--- src/rtl/fp32_to_fp16_pkg.sv ---
// Shared constants, operand classes and stage-1 record for the FP32->FP16 narrowing pipe.
package fp32_to_fp16_pkg;

    localparam int FP32_BIAS  = 127;
    localparam int FP16_BIAS  = 15;
    localparam int FP32_EXP_W = 8;
    localparam int FP16_EXP_W = 5;

    localparam logic [14:0] FP16_INF  = 15'h7C00;
    localparam logic [14:0] FP16_QNAN = 15'h7E00;

    // FP32 biased exponent minus this gives the FP16 biased exponent
    localparam logic signed [9:0] EXP_REBIAS = 10'(FP32_BIAS - FP16_BIAS);
    localparam logic signed [9:0] SH_MAX     = 10'sd26;

    typedef enum logic [2:0] {
        CLS_ZERO  = 3'd0,
        CLS_SUB32 = 3'd1,
        CLS_NORM  = 3'd2,
        CLS_INF   = 3'd3,
        CLS_NAN   = 3'd4
    } fp_class_t;

    typedef struct packed {
        logic             sign;
        fp_class_t        cls;
        logic signed [9:0] e;
        logic [23:0]      sig;
        logic [4:0]       sh;
    } s1_t;

    function automatic fp_class_t classify(input logic [FP32_EXP_W-1:0] exp32,
                                           input logic [22:0] man32);
        fp_class_t c;
        if (exp32 == '0) begin
            if (man32 == '0) c = CLS_ZERO;
            else             c = CLS_SUB32;
        end else if (exp32 == '1) begin
            if (man32 == '0) c = CLS_INF;
            else             c = CLS_NAN;
        end else begin
            c = CLS_NORM;
        end
        return c;
    endfunction

endpackage

--- src/rtl/fp32_to_fp16_round.sv ---
// Combinational round-to-nearest-even and pack of one classified FP32 operand into FP16 + flags.
module fp32_to_fp16_round
    import fp32_to_fp16_pkg::*;
#(
    parameter bit FLUSH_DENORM = 1'b0,
    parameter bit CANON_NAN    = 1'b1
) (
    input  fp_class_t         cls,
    input  logic              sign,
    input  logic signed [9:0] e,
    input  logic [23:0]       sig,
    input  logic [4:0]        sh,
    output logic [15:0]       data16,
    output logic              ovf,
    output logic              unf,
    output logic              inx
);

    logic [9:0]  m;
    logic        g;
    logic        st;
    logic        up;
    logic [14:0] nrm_sum;

    logic [4:0]  sub_sh;
    logic [35:0] sub_ext;
    logic [9:0]  sub_v;
    logic        sub_g;
    logic        sub_st;
    logic        sub_up;
    logic [10:0] sub_r;

    always_comb begin
        m       = sig[22:13];
        g       = sig[12];
        st      = |sig[11:0];
        up      = g & (st | m[0]);
        nrm_sum = {e[FP16_EXP_W-1:0], m} + 15'(up);

        // sh is at least 14 on the subnormal path; the 12 appended zeros absorb the extra shift
        sub_sh  = sh - 5'd14;
        sub_ext = {sig, 12'b0} >> sub_sh;
        sub_v   = sub_ext[35:26];
        sub_g   = sub_ext[25];
        sub_st  = |sub_ext[24:0];
        sub_up  = sub_g & (sub_st | sub_v[0]);
        sub_r   = {1'b0, sub_v} + 11'(sub_up);

        data16 = {sign, 15'h0};
        ovf    = 1'b0;
        unf    = 1'b0;
        inx    = 1'b0;
        case (cls)
            CLS_NAN: begin
                if (CANON_NAN) data16 = {sign, FP16_QNAN};
                else           data16 = {sign, 5'h1F, 1'b1, sig[21:13]};
            end
            CLS_INF: data16 = {sign, FP16_INF};
            CLS_ZERO: data16 = {sign, 15'h0};
            CLS_SUB32: begin
                unf = 1'b1;
                inx = 1'b1;
            end
            default: begin
                if (e >= 10'sd31) begin
                    data16 = {sign, FP16_INF};
                    ovf    = 1'b1;
                    inx    = 1'b1;
                end else if (e > 10'sd0) begin
                    data16 = {sign, nrm_sum};
                    ovf    = (nrm_sum[14:10] == 5'h1F);
                    inx    = g | st;
                end else if (FLUSH_DENORM) begin
                    unf = 1'b1;
                    inx = 1'b1;
                end else begin
                    // a carry into bit 10 lands exactly on the smallest normal encoding
                    data16 = {sign, 4'b0, sub_r};
                    unf    = sub_g | sub_st;
                    inx    = sub_g | sub_st;
                end
            end
        endcase
    end

endmodule

--- src/rtl/fp32_to_fp16_pipe.sv ---
// Two-register FP32->FP16 narrowing pipe: stage 1 classifies, stage 2 holds the rounded result.
module fp32_to_fp16_pipe
    import fp32_to_fp16_pkg::*;
#(
    parameter bit FLUSH_DENORM = 1'b0,
    parameter bit CANON_NAN    = 1'b1
) (
    input  logic        clk,
    input  logic        rst_n,
    input  logic        in_valid,
    output logic        in_ready,
    input  logic [31:0] in_data,
    output logic        out_valid,
    input  logic        out_ready,
    output logic [15:0] out_data,
    output logic        out_ovf,
    output logic        out_unf,
    output logic        out_inx
);

    // Valid/ready: a beat moves when valid && ready; a stage loads when it is empty or its
    // downstream moves this cycle, so in_ready follows out_ready combinationally with no bubble.
    logic s1_valid;
    logic s1_adv;
    logic s2_adv;
    s1_t  s1_d;
    s1_t  s1_q;

    logic signed [9:0] e_in;
    logic signed [9:0] sh_full;

    logic [15:0] rnd_data;
    logic        rnd_ovf;
    logic        rnd_unf;
    logic        rnd_inx;

    assign s2_adv   = !out_valid || out_ready;
    assign s1_adv   = !s1_valid || s2_adv;
    assign in_ready = s1_adv;

    always_comb begin
        e_in    = $signed({2'b00, in_data[30:23]}) - EXP_REBIAS;
        sh_full = 10'sd14 - e_in;

        s1_d.sign = in_data[31];
        s1_d.cls  = classify(in_data[30:23], in_data[22:0]);
        s1_d.e    = e_in;
        s1_d.sig  = {1'b1, in_data[22:0]};
        if (sh_full > SH_MAX)       s1_d.sh = SH_MAX[4:0];
        else if (sh_full < 10'sd0)  s1_d.sh = 5'd0;
        else                        s1_d.sh = sh_full[4:0];
    end

    always_ff @(posedge clk or negedge rst_n) begin
        if (!rst_n) begin
            s1_valid <= 1'b0;
            s1_q     <= '0;
        end else if (s1_adv) begin
            s1_valid <= in_valid;
            if (in_valid) s1_q <= s1_d;
        end
    end

    fp32_to_fp16_round #(
        .FLUSH_DENORM(FLUSH_DENORM),
        .CANON_NAN   (CANON_NAN)
    ) u_round (
        .cls   (s1_q.cls),
        .sign  (s1_q.sign),
        .e     (s1_q.e),
        .sig   (s1_q.sig),
        .sh    (s1_q.sh),
        .data16(rnd_data),
        .ovf   (rnd_ovf),
        .unf   (rnd_unf),
        .inx   (rnd_inx)
    );

    always_ff @(posedge clk or negedge rst_n) begin
        if (!rst_n) begin
            out_valid <= 1'b0;
            out_data  <= 16'h0;
            out_ovf   <= 1'b0;
            out_unf   <= 1'b0;
            out_inx   <= 1'b0;
        end else if (s2_adv) begin
            out_valid <= s1_valid;
            if (s1_valid) begin
                out_data <= rnd_data;
                out_ovf  <= rnd_ovf;
                out_unf  <= rnd_unf;
                out_inx  <= rnd_inx;
            end
        end
    end

endmodule

--- config.mk ---
export PLATFORM = sky130hd
export DESIGN_NAME = fp32_to_fp16_pipe
export DESIGN_NICKNAME = d
export VERILOG_FILES = /design/src/rtl/fp32_to_fp16_pkg.sv /design/src/rtl/fp32_to_fp16_round.sv /design/src/rtl/fp32_to_fp16_pipe.sv
export SDC_FILE = /design/constraint.sdc
export NUM_CORES = 1
export LEC_CHECK = 0
export ABC_CLOCK_PERIOD_IN_PS = 4430
export BUFFER_PORTS_ARGS = -buffer_cell sky130_fd_sc_hd__buf_4
export CORE_ASPECT_RATIO = 1.25
export CORE_MARGIN = 4
export CORE_UTILIZATION = 55
export DETAILED_ROUTE_END_ITERATION = 7
export PLACE_DENSITY_LB_ADDON = 0.1
export SLEW_MARGIN = 20
export SYNTH_ARGS = -nofsm -noshare
export SYNTH_HDL_FRONTEND = slang
export SYNTH_SLANG_ARGS = --single-unit
--- constraint.sdc ---
create_clock -name clk -period 4.43 [get_ports clk]
set_input_delay 0.443 -clock clk [delete_from_list [all_inputs] [get_ports clk]]
set_output_delay 0.443 -clock clk [all_outputs]
set_load 0.01 [all_outputs]
==> results of run 1 <==
-- power groups by stage --
stage | Combinational (mW) | Sequential (mW) | Clock, mW
global placement | 0.749 | 0.782 | 0
detailed placement | 0.760 | 0.789 | 0
floorplan | 0.570 | 0.752 | 0
CTS | 0.763 | 0.777 | 0.514
global route | 0.845 | 0.795 | 0.534
finish | 0.761 | 0.778 | 0.502
-- worst min path at each step --
stage                                     endpoint  slack [ns]  cells past startpoint
final                     out_data[11]$_DFFE_PN0P_        0.16                      1
after global routing      out_data[12]$_DFFE_PN0P_        0.25                      1
after CTS                     s1_valid$_DFFE_PN0N_        0.21                      1
after detailed placement  out_data[15]$_DFFE_PN0P_        0.45                      2
after global placement    out_data[15]$_DFFE_PN0P_        0.45                      2
after floorplan            out_data[0]$_DFFE_PN0P_        0.15                      0
-- routing by layer --
metal  GRT usage  wire, um
met1       0.290      4790
met2       0.384      5570
met3      0.0358       590
met4      0.0996       311
met5           0         0
-- worst register-to-register path, delay by kind of cell (launching register included) --
family                     cells  cell delay (ns)
buffers and inverters          1             0.06
AOI/OAI and AO/OA              5             1.05
and+or+nand+nor                2             0.34
xor gates and xnor gates       1             0.78
adders and majority gates      2             0.54
DFF                            1             0.41
-- layout make-up --
type / instances / area [um^2]
timing repair buffer: 58 / 435
multi-input combinational: 427 / 2960
fill: 742 / 2990
tap: 97 / 121
clock buffer: 12 / 145
clock inverter: 4 / 45.0
inverter: 15 / 56.3
sequential: 63 / 1580
-- through the flow --
step	hold slack, ns	cell area [um^2]	total power [mW]	util	setup slack [ns]
after global routing	0.249	5340	2.17	0.641	0.834
final	0.165	5340	2.04	0.641	1.18
after floorplan	0.147	4750	1.32	-	1.85
after CTS	0.206	5330	2.05	0.640	1.20
after global placement	0.447	5140	1.53	0.617	1.38
after detailed placement	0.454	5140	1.55	0.617	1.24
-- state kept, by name, indices dropped and copies added, names as in the netlist --
| name | cells |
|---|---|
| s1_q | 42 |
| out_data | 16 |
| out_inx | 1 |
| out_ovf | 1 |
| out_unf | 1 |
| out_valid | 1 |
| s1_valid | 1 |
-- cell families after synthesis --
kind of cell | count (synthesis) | share of synthesized area
flip-flops | 63 | 0.332
buffers and inverters | 51 | 0.0474
AO/OA/AOI/OAI | 130 | 0.177
AND/OR/NAND/NOR | 208 | 0.222
multiplexers | 52 | 0.143
XOR/XNOR | 26 | 0.0495
adder cells (fa/ha/maj) | 11 | 0.0290
-- synthesized netlist by cell type, types with 8 or more instances --
| library cell | n |
|---|---|
| dfrtp_1 | 63 |
| nor2_1 | 55 |
| nand2_1 | 46 |
| o21ai_0 | 34 |
| mux2_2 | 33 |
| clkbuf_1 | 24 |
| a21oi_1 | 22 |
| nand3_1 | 22 |
| nor3_1 | 15 |
| a31oi_1 | 14 |
| inv_1 | 14 |
| xnor2_1 | 14 |
| nand2b_1 | 13 |
| ha_1 | 11 |
| xor2_1 | 11 |
| nor4_1 | 10 |
| a211oi_1 | 9 |
| mux2i_1 | 9 |
| mux4_2 | 8 |
| nand4_1 | 8 |
| nor2b_1 | 8 |
==> impl_metrics.env, run 1 <==
export IMPL_swShare=0.370
export IMPL_core_um2=8330
export IMPL_cpMostUsedCell="ha_1"
export IMPL_gp_congestion=0.938
export IMPL_hold_viol_final=0
export IMPL_grt_pass1_vias=3981
export IMPL_yosysWarnings=0
export IMPL_pwr_share_seq=0.381
export IMPL_setup_tns_ns=0
export IMPL_dieArea_um2=10200
export IMPL_max_freq_mhz=308
export IMPL_dp_hpwl_mm=8.56
export IMPL_rrSetupSlack_ns=1.18
export IMPL_drv_cap=0
export IMPL_cp_endpoint="out_data[10]$_DFFE_PN0P_"
export IMPL_tightest_slew_ns=1.06
export IMPL_arrival_ns=3.52
export IMPL_yosysTopAreaCellShare=0.332
export IMPL_p_leak_nw=2.18
export IMPL_rsz0062_at_grt="false"
export IMPL_syn_num_nets=588
export IMPL_area_growth_pct=12.3
export IMPL_grt_antenna_before_repair=0
export IMPL_vdd_drop_max_mv=0.231
export IMPL_grt_max_degree=64
export IMPL_portBuffers=56
export IMPL_yosys_area_top_type="dfrtp_1"
export IMPL_chipHeight_um=112
export IMPL_start_util=0.570
export IMPL_hp_class="input port to async pin"
export IMPL_grt_first_pass_wirelength_mm=19.1
export IMPL_critPathMaxFanout=13
export IMPL_final_common_cell="dfrtp_1"
export IMPL_slew_headroom=0.292
export IMPL_cts_sinks=63
export IMPL_htreeDepth=3
export IMPL_synth_area_leaders="dfrtp_1, mux2_2, nor2_1"
export IMPL_placedCellCount=660
export IMPL_setup_viol=0
export IMPL_p_comb_frac=0.373
export IMPL_seq_area_frac_synth=0.332
export IMPL_drive_above_1_share=0.226
export IMPL_drc_errors=0
export IMPL_worst_path_buf_inv=1
export IMPL_clock_latency_ns=0.35
export IMPL_clkTransAtPathRegs_ns=0.07
export IMPL_pwr_density_cell_nw_per_um2=382
export IMPL_slew_violations=0
export IMPL_power_net_switching_mw=0.755
export IMPL_vias_per_cell=6.11
export IMPL_drtAntennaViolNets=0
export IMPL_antenna_cells=0
export IMPL_mostFrequentLayoutCells="dfrtp_1, buf_4, nor2_1, nand2_1, o21ai_0"
export IMPL_nNetsFinal=621
export IMPL_power_frac_clock=0.246
export IMPL_synth_edf_count=0
export IMPL_layout_min_cycle_time_ns=3.25
export IMPL_netlist_instances=541
export IMPL_vias=4127
export IMPL_status="finished clean"
export IMPL_start_kind="register"
export IMPL_ys_async_sr_fraction=1.00
export IMPL_hold_buffers=0
export IMPL_power_internal_mw=1.29
export IMPL_required_ns=4.70
export IMPL_postSynthAreaPerCell_um2=8.79
export IMPL_max_clock_path_buffers=2
export IMPL_slowest_delay_ns=0.78
export IMPL_slowest_stage="xnor2_1"
export IMPL_reg2reg_from="s1_q[2]$_DFFE_PN0P_"
export IMPL_numCtsBuffers=9
export IMPL_cts_resized=0
export IMPL_cp_cell_sequence="ha_1 > xnor2_1 > a211oi_1 > o31a_1 > or2_4 > nor2_1 > ha_1 > inv_1 > o31ai_1 > o21ai_0 > a31oi_1"
export IMPL_cts_root_buf="clkbuf_8"
export IMPL_drt_pass1_iter_count=4
export IMPL_ys_types=67
export IMPL_cts_setup_buffers=0
export IMPL_syn_area_um2=4750
export IMPL_ys_seq_elements=63
export IMPL_final_cells=676
export IMPL_tritoncts="built"
export IMPL_wl_per_cell_um=16.7
export IMPL_fin_skew_ns=0.00913
export IMPL_crit_path_start="s1_q[2]$_DFFE_PN0P_"
export IMPL_cp_end_kind="register"
export IMPL_path_depth=11
export IMPL_die_w_um=91.2
export IMPL_synth_ff_type="dfrtp_1"
export IMPL_rr_worst_depth=11
export IMPL_rr_endpoint="out_data[10]$_DFFE_PN0P_"
export IMPL_io_pins=57
export IMPL_drtIter0Drc=247
export IMPL_drt_total_wl_mm=11.3
export IMPL_crit_type="register to register"
export IMPL_grt_ovfl_total=0
export IMPL_finalCritPeriodShare=0.734
export IMPL_grtUsageTotal=0.228
export IMPL_critPathTopFamily="compound AO/OA/AOI/OAI gates"
export IMPL_rows=37
(Power assumes the default switching activity.)
==> run 2, diff against run 1 <==
- ABC_AREA: unset -> 1
- ABC_CLOCK_PERIOD_IN_PS: 4430 -> 2800
- CORE_UTILIZATION: 55 -> 54
- clock period: 4.43 -> 2.8 ns (I/O delays scaled with it)
==> impl_metrics.env, run 2 <==
export IMPL_dp_hpwl_mm=10.5
export IMPL_grt_ovfl_total=0
export IMPL_routed_wl_met2_mm=6.87
export IMPL_start_kind="register"
export IMPL_clock_latency_ns=0.33
export IMPL_route_met3_wl_um=801
export IMPL_fin_skew_ns=0.00654
export IMPL_crit_type="register to register"
export IMPL_drt_met1_wl_mm=5.94
export IMPL_critPathMaxFanout=4
export IMPL_required_ns=3.07
export IMPL_syn_area_um2=5070
export IMPL_grtUsageTotal=0.259
export IMPL_yosys_area_top_type="dfrtp_1"
export IMPL_p_leak_nw=3.13
export IMPL_reg_top3="s1_q: 42 flops, out_data: 16 flops"
export IMPL_grt_pass1_vias=4806
export IMPL_vias=5347
export IMPL_routed_top_layer="met4"
export IMPL_drt_total_wl_mm=13.9
export IMPL_core_um2=9170
export IMPL_syn_num_nets=831
export IMPL_drtIter0Drc=371
export IMPL_hp_class="input port to async pin"
export IMPL_grt_antenna_before_repair=0
export IMPL_drc_errors=0
export IMPL_ys_async_sr_fraction=1.00
export IMPL_io_pins=57
export IMPL_setup_viol=0
export IMPL_synth_edf_count=0
export IMPL_cts_sinks=63
export IMPL_status="finished clean"
export IMPL_synth_most_common_cell="nand2_1"
export IMPL_synth_ff_type="dfrtp_1"
export IMPL_drive_above_1_share=0.176
export IMPL_ys_types=51
export IMPL_die_w_um=94.7
export IMPL_yosysTopAreaCellShare=0.311
export IMPL_start_util=0.553
export IMPL_slew_headroom=0.446
export IMPL_dieArea_um2=11000
export IMPL_hold_buffers=0
export IMPL_largest_register="s1_q"
export IMPL_synth_common_cells="nand2_1, nand3_1, inv_1"
export IMPL_synth_area_leaders="dfrtp_1, nand2_1, nand3_1"
export IMPL_area_growth_pct=19.3
export IMPL_max_clock_path_buffers=2
export IMPL_finalCritPeriodShare=0.947
export IMPL_stdcell_area_um2=6050
export IMPL_max_freq_mhz=377
export IMPL_cts_root_buf="clkbuf_16"
export IMPL_clkTransAtPathRegs_ns=0.05
export IMPL_fill_cells=861
export IMPL_yosysWarnings=0
export IMPL_slew_violations=0
export IMPL_timing_hold_ws_ns=0.0242
export IMPL_mostFrequentLayoutCells="nand2_1, nand3_1, buf_4, inv_1, dfrtp_1"
export IMPL_grt_first_pass_wirelength_mm=22.8
export IMPL_layout_min_cycle_time_ns=2.65
export IMPL_vias_per_cell=5.51
export IMPL_netlist_instances=784
export IMPL_chipHeight_um=116
export IMPL_ys_seq_elements=63
export IMPL_arrival_ns=2.92
export IMPL_seq_area_frac_synth=0.311
export IMPL_drv_cap=0
export IMPL_drt_pass1_iter_count=6
export IMPL_numCtsBuffers=9
export IMPL_portBuffers=56
export IMPL_drtAntennaViolNets=0
export IMPL_gp_congestion=0.938
export IMPL_place_area_um2=5560
export IMPL_tritoncts="built"
export IMPL_cp_end_kind="register"
export IMPL_tightest_slew_ns=0.830
export IMPL_setup_tns_ns=0
export IMPL_vdd_drop_max_mv=0.586
export IMPL_antenna_cells=0
export IMPL_hold_viol_final=0
export IMPL_nNetsFinal=889
export IMPL_final_common_cell="nand2_1"
export IMPL_htreeDepth=3
export IMPL_postSynthAreaPerCell_um2=6.47
export IMPL_grt_max_degree=64
export IMPL_wl_per_cell_um=14.3
export IMPL_largest_reg_flops=42
export IMPL_rows=39
export IMPL_pwr_density_cell_nw_per_um2=686
-- run 2: cell type report --
type / count / area (um^2) / area share
Clock inverter: 2 / 60.1 / 0.00992
Clock buffer: 14 / 284 / 0.0469
Tap cell: 123 / 154 / 0.0254
Timing Repair Buffer: 78 / 589 / 0.0974
Inverter: 78 / 304 / 0.0502
Multi-Input combinational cell: 612 / 3080 / 0.509
Sequential cell: 63 / 1580 / 0.261
-- run 2: cell families (layout without fill, tap and decap cells) --
| kind of cell | after synthesis | after routing | synth area share |
|---|---|---|---|
| adder cells (fa/ha/maj) | 11 | 11 | 0.0271 |
| buffers and inverters | 109 | 172 | 0.0960 |
| AND/OR/NAND/NOR | 486 | 486 | 0.427 |
| flip-flops | 63 | 63 | 0.311 |
| XOR/XNOR | 15 | 15 | 0.0311 |
| AO/OA/AOI/OAI | 100 | 100 | 0.108 |
-- run 2: worst paths after layout --
kind	start	end	slack [ns]	depth (start not counted)
worst min-delay path	rst_n	s1_q[36]$_DFFE_PN0P_	0.02	1
max in group asynchronous	rst_n	s1_q[0]$_DFFE_PN0P_	2.21	1
worst max register to register	s1_q[11]$_DFFE_PN0P_	out_ovf$_DFFE_PN0P_	0.15	18
min in group clk	in_data[2]	s1_q[7]$_DFFE_PN0P_	0.17	3
worst min register to register	out_data[7]$_DFFE_PN0P_	out_data[7]$_DFFE_PN0P_	0.48	2
worst max-delay path	s1_q[11]$_DFFE_PN0P_	out_ovf$_DFFE_PN0P_	0.15	18
-- run 2: critical path, stage by stage (launching register included) --
cell and delay [ns]:
dfrtp_1 0.42, nor4_4 0.07, nand4_1 0.13, o21ai_1 0.09, inv_1 0.09, ha_4 0.14
ha_4 0.13, nand2_2 0.07, nor2_4 0.15, nand2_2 0.07, nor3b_2 0.23, nand2_2 0.11
nor2_4 0.15, a21oi_1 0.11, nor3_2 0.22, nand3b_1 0.12, o21ai_2 0.15, nand2_1 0.06
nand2_1 0.06
-- run 2: power breakdown --
part	switching [mW]	total, mW	internal [mW]
Sequential	0.167	1.25	1.08
Combinational	1.04	1.65	0.616
Clock	0.379	1.26	0.876
-- run 2: through the flow --
step | std cells | util | setup WS (ns) | power (mW)
2_1_floorplan | 784 | - | 0.468 | 2.33
3_3_place_gp | 945 | 0.606 | 0.242 | 2.81
3_5_place_dp | 945 | 0.606 | 0.0799 | 2.84
4_1_cts | 961 | 0.643 | 0.0716 | 4.10
5_1_grt | 970 | 0.660 | -0.0597 | 4.43
6_report | 970 | 0.660 | 0.148 | 4.15
-- run 2: routing by layer --
metal  global-route usage  vias up
li1                     -     2674
met1                0.345     2466
met2                0.437      182
met3               0.0374       25
met4               0.0780        0
met5                    0        -
-- run 2: repair_timing --
item,4_1_cts,5_1_grt
endpoints found under the hold margin,0,0
resized for setup,0,22
setup buffers,0,9
endpoints found under the setup margin,0,8
